**config.mk**
```make
export PLATFORM = sky130hd
export DESIGN_NAME = instruction_fetch
export DESIGN_NICKNAME = d
export VERILOG_FILES = /design/src/rtl/mips_cpu_pkg.sv /design/src/rtl/instruction_fetch_pc_select.sv /design/src/rtl/instruction_fetch.sv
export SDC_FILE = /design/constraint.sdc
export NUM_CORES = 1
export LEC_CHECK = 0
export BUFFER_PORTS_ARGS = -buffer_cell sky130_fd_sc_hd__buf_2
export CAP_MARGIN = 15
export CORE_MARGIN = 5
export CORE_UTILIZATION = 52
export DETAILED_ROUTE_END_ITERATION = 10
export PLACE_DENSITY_LB_ADDON = 0.25
export SYNTH_ARGS = -nofsm -noshare
export SYNTH_HDL_FRONTEND = slang
export SYNTH_HIERARCHICAL = 1
export SYNTH_SLANG_ARGS = --single-unit
export TNS_END_PERCENT = 30
```
**constraint.sdc**
```tcl
create_clock -name clk -period 3.5 [get_ports clk]
set_input_delay 0.35 -clock clk [delete_from_list [all_inputs] [get_ports clk]]
set_output_delay 0.35 -clock clk [all_outputs]
set_load 0.05 [all_outputs]
```
**src/rtl/mips_cpu_pkg.sv**
```systemverilog
// Shared MIPS-style CPU definitions: branch-select encodings, NOP word,
// default halt opcode and the fetch FSM state type.
package mips_cpu_pkg;

    localparam logic [1:0] BS_NONE = 2'b00;
    localparam logic [1:0] BS_COND = 2'b01;
    localparam logic [1:0] BS_JUMP = 2'b10;
    localparam logic [1:0] BS_REG  = 2'b11;

    localparam logic [31:0] NOP_WORD        = 32'h0000_0000;
    localparam logic [6:0]  HALT_OPCODE_DEF = 7'h7F;

    typedef enum logic {
        RUN  = 1'b0,
        HALT = 1'b1
    } fetch_state_t;

endpackage

```
**src/rtl/instruction_fetch_pc_select.sv**
```systemverilog
// Branch resolution for the fetch stage: decides whether the instruction in
// execute redirects fetch, and where to.
module pc_select
    import mips_cpu_pkg::*;
#(
    parameter int DATA_BITS = 32
) (
    input  logic [1:0]           bs_exe,
    input  logic                 ps_exe,
    input  logic                 z_exe,
    input  logic [DATA_BITS-1:0] bra,
    input  logic [DATA_BITS-1:0] raa,
    output logic                 taken,
    output logic [DATA_BITS-1:0] target
);

    always_comb begin
        taken  = 1'b0;
        target = bra;
        unique case (bs_exe)
            BS_COND: taken = ps_exe ? ~z_exe : z_exe;
            BS_JUMP: taken = 1'b1;
            BS_REG: begin
                taken  = 1'b1;
                target = raa;
            end
            default: taken = 1'b0;
        endcase
    end

endmodule

```
**src/rtl/instruction_fetch.sv**
```systemverilog
// Instruction fetch stage with halt detection and branch redirect.
// Optional IF_STALL_EN macro adds a stall input that freezes the stage.
module instruction_fetch
    import mips_cpu_pkg::*;
#(
    parameter int                    INSTRUCTION_BITS = 32,
    parameter int                    DATA_BITS        = 32,
    parameter logic [DATA_BITS-1:0]  PC_RESET         = '0,
    parameter logic [6:0]            HALT_OPCODE      = HALT_OPCODE_DEF
) (
    input  logic                        clk,
    input  logic                        reset,
`ifdef IF_STALL_EN
    input  logic                        stall,
`endif
    input  logic [1:0]                  BS_EXE,
    input  logic                        PS_EXE,
    input  logic                        Z_EXE,
    input  logic [DATA_BITS-1:0]        BrA,
    input  logic [DATA_BITS-1:0]        RAA,
    input  logic [INSTRUCTION_BITS-1:0] imem_data,
    output logic [DATA_BITS-1:0]        imem_addr,
    output logic [INSTRUCTION_BITS-1:0] instruction,
    output logic [DATA_BITS-1:0]        pc_min_one,
    output logic                        flush
);

    localparam logic [INSTRUCTION_BITS-1:0] NOP = INSTRUCTION_BITS'(NOP_WORD);

    fetch_state_t                state, state_next;
    logic [DATA_BITS-1:0]        pc, pc_next, pc_inc;
    logic [INSTRUCTION_BITS-1:0] instr_next;
    logic [DATA_BITS-1:0]        pcm_next;
    logic                        taken, hold, is_halt;
    logic [DATA_BITS-1:0]        target;

    pc_select #(.DATA_BITS(DATA_BITS)) u_pc_select (
        .bs_exe (BS_EXE),
        .ps_exe (PS_EXE),
        .z_exe  (Z_EXE),
        .bra    (BrA),
        .raa    (RAA),
        .taken  (taken),
        .target (target)
    );

`ifdef IF_STALL_EN
    assign hold = stall;
`else
    assign hold = 1'b0;
`endif

    assign imem_addr = pc;
    assign flush     = ~taken;
    assign pc_inc    = pc + DATA_BITS'(1);
    assign is_halt   = imem_data[INSTRUCTION_BITS-1 -: 7] == HALT_OPCODE;

    // Redirect wins over stall and halt; a halted stage only emits bubbles.
    always_comb begin
        state_next = state;
        pc_next    = pc;
        instr_next = instruction;
        pcm_next   = pc_min_one;
        if (taken) begin
            state_next = RUN;
            pc_next    = target;
            instr_next = NOP;
            pcm_next   = target;
        end else if (hold) begin
            state_next = state;
        end else if (state == RUN) begin
            instr_next = imem_data;
            pcm_next   = pc_inc;
            if (is_halt) state_next = HALT;
            else         pc_next    = pc_inc;
        end else begin
            instr_next = NOP;
        end
    end

    always_ff @(posedge clk) begin
        if (reset) begin
            state       <= RUN;
            pc          <= PC_RESET;
            instruction <= NOP;
            pc_min_one  <= PC_RESET;
        end else begin
            state       <= state_next;
            pc          <= pc_next;
            instruction <= instr_next;
            pc_min_one  <= pcm_next;
        end
    end

endmodule

```
# Word level (Yosys, flattened, before mapping)
# Index checks and enable logic that the tools add are counted.
[op_classes]
addsub = 1
n_mul = 0
n_div = 0
order_cmp = 0
eq_ne = 6
shifts = 0
muxes = 10
bitwise = 2
reduce_logical = 4
[ops]
columns = ["op", "count"]
rows = [
  ["2-to-1 mux 32 bit", 6],
  ["adder 32 x 1 -> 32 bit, second input constant", 1],
  ["equality test 7 bit, second input constant", 1],
  ["equality test 2 bit, second input constant", 2],
  ["OR reduction 2 bit", 2],
  ["2-to-1 mux 1 bit", 3],
  ["OR reduction 3 bit", 1],
  ["equality test 2 x 1 -> 1 bit, second input constant", 1],
  ["!= test 2 x 1 -> 1 bit, second input constant", 1],
  ["!= test 2 bit, second input constant", 1],
  ["inverter 1 bit", 2],
  ["case mux 1 bit (2 select lines)", 1],
  ["AND reduction 2 bit", 1],
]
[word_totals]
regBits = 97
latch_bits = 0
ramBits = 0
romBits = 0
input_bits = 102
out_inout_bits = 97
word_cells = 27
n_memories = 0

# Depth between registers and ports, before layout
[depth]
ltp_word = 5
mapped_depth = 9
ltp_nobuf = 7

# Modules after synthesis
# Netlist, hierarchy kept.
[modules_own_cells]
columns = ["module", "n_inst", "cells_each", "area_each_um2", "seq_area_each_um2"]
rows = [
  ["instruction_fetch", 1, 472, 4237.8, 1941.9],
  ["pc_select", 1, 38, 561.8, 0.0],
]

# Worst setup path before layout
# OpenSTA, ideal clock, no wires.
[synth_path]
kind = "register -> register"
start = "reg pc[0] (netlist: imem_addr[0])"
end = "reg pc[16] (netlist: imem_addr[16])"
setup_ns = 0.074
arrival_time_ns = 2.217
required_ns = 3.426
path_slack_ns = 1.208
stages_incl_launch_ff = 8
path_buffers = 1
period_less_slack_ns = 2.292
path_cell_list = "dfxtp_1 > ha_1 > and4_1 > buf_2 > and2_1 > nand4_1 > or4_1 > a31oi_1"
[synth_between]
elab_chain_len = 4
[synth_lines]
columns = ["item", "line", "text"]
rows = [
  ["from (decl)", "instruction_fetch.sv:31", "logic [DATA_BITS-1:0] pc, pc_next, pc_inc;"],
  ["from (signal assigned)", "instruction_fetch.sv:89", "pc <= pc_next;"],
  ["adder 32 x 1 -> 32 bit", "instruction_fetch.sv:55", "assign pc_inc = pc + DATA_BITS'(1);"],
  ["2-to-1 mux 32 bit", "instruction_fetch.sv:74", "if (is_halt) state_next = HALT;"],
  ["2-to-1 mux 32 bit", "instruction_fetch.sv:71", "end else if (state == RUN) begin"],
  ["2-to-1 mux 32 bit", "instruction_fetch.sv:64", "if (taken) begin"],
]
# No other way between the ends. The select of a mux whose other input is x is not followed.
# A chain may end at the register's enable or synchronous reset.

# Worst setup path after layout
[layout_path]
start = "reg pc[2] (netlist: imem_addr[2])"
end = "reg pc[25] (netlist: imem_addr[25])"
# Same word-level chain as after synthesis.

==> results.sh <==
export IMPL_port_buffers=198
export IMPL_h_tree_depth=3
export IMPL_clock_path_buffers=2
export IMPL_postRouteAntennaNets=0
export IMPL_hpwl_um=10300
export IMPL_worst_pin_slew_ps=859
export IMPL_diodes=0
export IMPL_startpoint_type="flip-flop"
export IMPL_area_growth_pct=25.1
export IMPL_status="finished clean"
export IMPL_finalSetupViolations=0
export IMPL_utilization_pct=65.9
export IMPL_synth_net_count=613
export IMPL_synthFlopType="dfxtp_1"
export IMPL_die_w_um=106
export IMPL_grt_pass1_wl_um=22800
export IMPL_cp_required_ps=3800
export IMPL_io_pins=199
export IMPL_cts_hold_fix_buffers=0
export IMPL_seq_area_frac_synth_pct=40.5
export IMPL_peakVddDrop_uv=261
export IMPL_overflow=0
export IMPL_grt_setup_unrepaired="no"
export IMPL_min_from="imem_data[8]"
export IMPL_wl_per_cell_um=17.6
export IMPL_via_count=4666
export IMPL_cp_arrival_ps=2820
export IMPL_dp_slack_ps=857
export IMPL_syn_area_mm2=0.00480
export IMPL_mostFrequentLayoutCell="buf_2"
export IMPL_dieArea_mm2=0.0113
export IMPL_first_pass_iters=5
export IMPL_layout_nets=795
export IMPL_slew_viol_final=0
export IMPL_wl_um=14200
export IMPL_path_max_fanout=13
export IMPL_p_per_area_mw_per_mm2=443
export IMPL_leakage_nw=2.84
export IMPL_viasPerCell=5.77
export IMPL_async_flop_share_pct=0
export IMPL_synth_cell_types=57
export IMPL_fp_dieH_um=106
export IMPL_drt_iter0_markers=348
export IMPL_maxCapViolations=0
export IMPL_end_kind="flip-flop"
export IMPL_cts_tree="yes"
export IMPL_finalClockSkew_ps=10.8
export IMPL_clkLatencyLatePin_ps=370
export IMPL_gp_congestion=0.884
export IMPL_finalCriticalPeriod_ps=2520
export IMPL_coreArea_mm2=0.00911
export IMPL_post_cts_buffers=0
export IMPL_hold_class="in -> reg"
export IMPL_fin_tns_setup_ps=0
export IMPL_start_util_pct=52.7
export IMPL_synth_edf_count=0
export IMPL_startpoint="imem_addr[2]"
export IMPL_grt_use_total_pct=25.0
export IMPL_slew_headroom_pct=42.3
export IMPL_num_rows=35
export IMPL_grt_pass1_vias=4479
export IMPL_antenna_found_initial=0
export IMPL_avgSynthCellArea_um2=9.41
export IMPL_cts_sinks=97
export IMPL_clk_pin_slew_ps=110
export IMPL_cts_buffers=9
export IMPL_layout_common_cells="buf_2 (198), dfxtp_1 (97), and2_1 (34)"
export IMPL_fill_cells=791
export IMPL_layout_drive_gt1_share_pct=38.5
export IMPL_synth_cells=510
export IMPL_clockRootBuffer="clkbuf_8"
export IMPL_hold_viol_final=0
export IMPL_worst_slack_ps=977
export IMPL_ys_ff_latch=97
export IMPL_max_freq_mhz=396
export IMPL_grt_max_degree=49
export IMPL_cts_resized=0
export IMPL_r2r_start="imem_addr[2]"
export IMPL_drcViolationCount=0
export IMPL_yosysWarnings=6
export IMPL_path_class="reg -> reg"
export IMPL_period_share_pct=72.1
-- synth_stat cells, drive strengths merged, types with 2 or more instances --
cell,number,share of area [%]
dfxtp,97,40
and2,34,4.4
mux2,32,9.9
clkbuf,29,2.3
nor2,29,2.3
o21ai,28,2.9
nand2,26,2.2
o22ai,23,3.0
nand3,22,2.6
xor2,20,3.6
a21oi,19,2.0
a22oi,19,3.0
a31oi,12,1.6
and3,10,1.3
nand4,10,1.3
buf,9,2.0
a21boi,8,1.3
xnor2,8,1.5
and4,7,1.3
a32o,5,1.0
or4,5,0.78
a222oi,4,0.83
a22o,4,0.73
inv,4,0.31
nand2b,4,0.52
nor3,4,0.42
o211ai,4,0.63
o31ai,4,0.63
a21o,3,0.50
nor4,3,0.70
mux2i,2,0.42
nor2b,2,0.26
o32a,2,0.42
o41ai,2,0.37
or2,2,0.26
-- critical path, stage by stage (launching register included) --
cell and delay (ps):
dfxtp_1 510, nand3_2 210, nor4_4 760, buf_4 290, nand4_1 140, o41a_1 390, a21oi_1 140
-- stage by stage --
stage	area, um^2	total power, mW	hold WS, ps	cells
floorplan	4800	1.78	472	510
global placement	5820	1.96	448	792
detailed placement	5820	1.98	449	792
CTS	6000	2.67	171	808
global route	6000	2.79	153	808
finish	6000	2.66	174	808
-- power breakdown --
part	leakage, nW	switching (mW)	internal [mW]
Sequential	0.800	0.0724	1.18
Combinational	1.95	0.467	0.233
Clock	0.0923	0.438	0.273
Total	2.84	0.976	1.69
-- per-layer routing --
layer	part of all wire (%)	vias up	track usage, %
li1	-	2252	-
met1	43	2158	32.3
met2	48	235	42.0
met3	7.8	21	5.16
met4	1.6	0	7.22
met5	0	-	0
-- worst paths after layout --
kind / slack (ps) / depth (start not counted) / end
hold / removal: 170 / 2 / instruction[8]
setup reg to reg: 980 / 6 / imem_addr[25]
setup / recovery: 980 / 6 / imem_addr[25]
hold reg to reg: 470 / 2 / pc_min_one[10]
-- state kept, by name, summed over array words and instances, names as in the netlist --
signal and cells:
imem_addr 32, instruction 32, pc_min_one 32, state 1
-- layout make-up --
class                           instances  area, um^2  area share [%]
Clock buffer                            9         124            2.06
Inverter                                5        18.8           0.313
Sequential cell                        97        1940            32.3
Tap cell                              111         139            2.31
Multi-Input combinational cell        370        2650            44.1
Clock inverter                          7        62.6            1.04
Timing Repair Buffer                  209        1070            17.9
-- cells by family after synthesis --
logic type,synth area share [%]
compound gates,20.3
xor+xnor,5.11
fa+ha+maj,0.261
buf+inv,4.67
flops,40.5
mux,10.3
simple gates,19.0
Power figures use the tool's default switching activity.
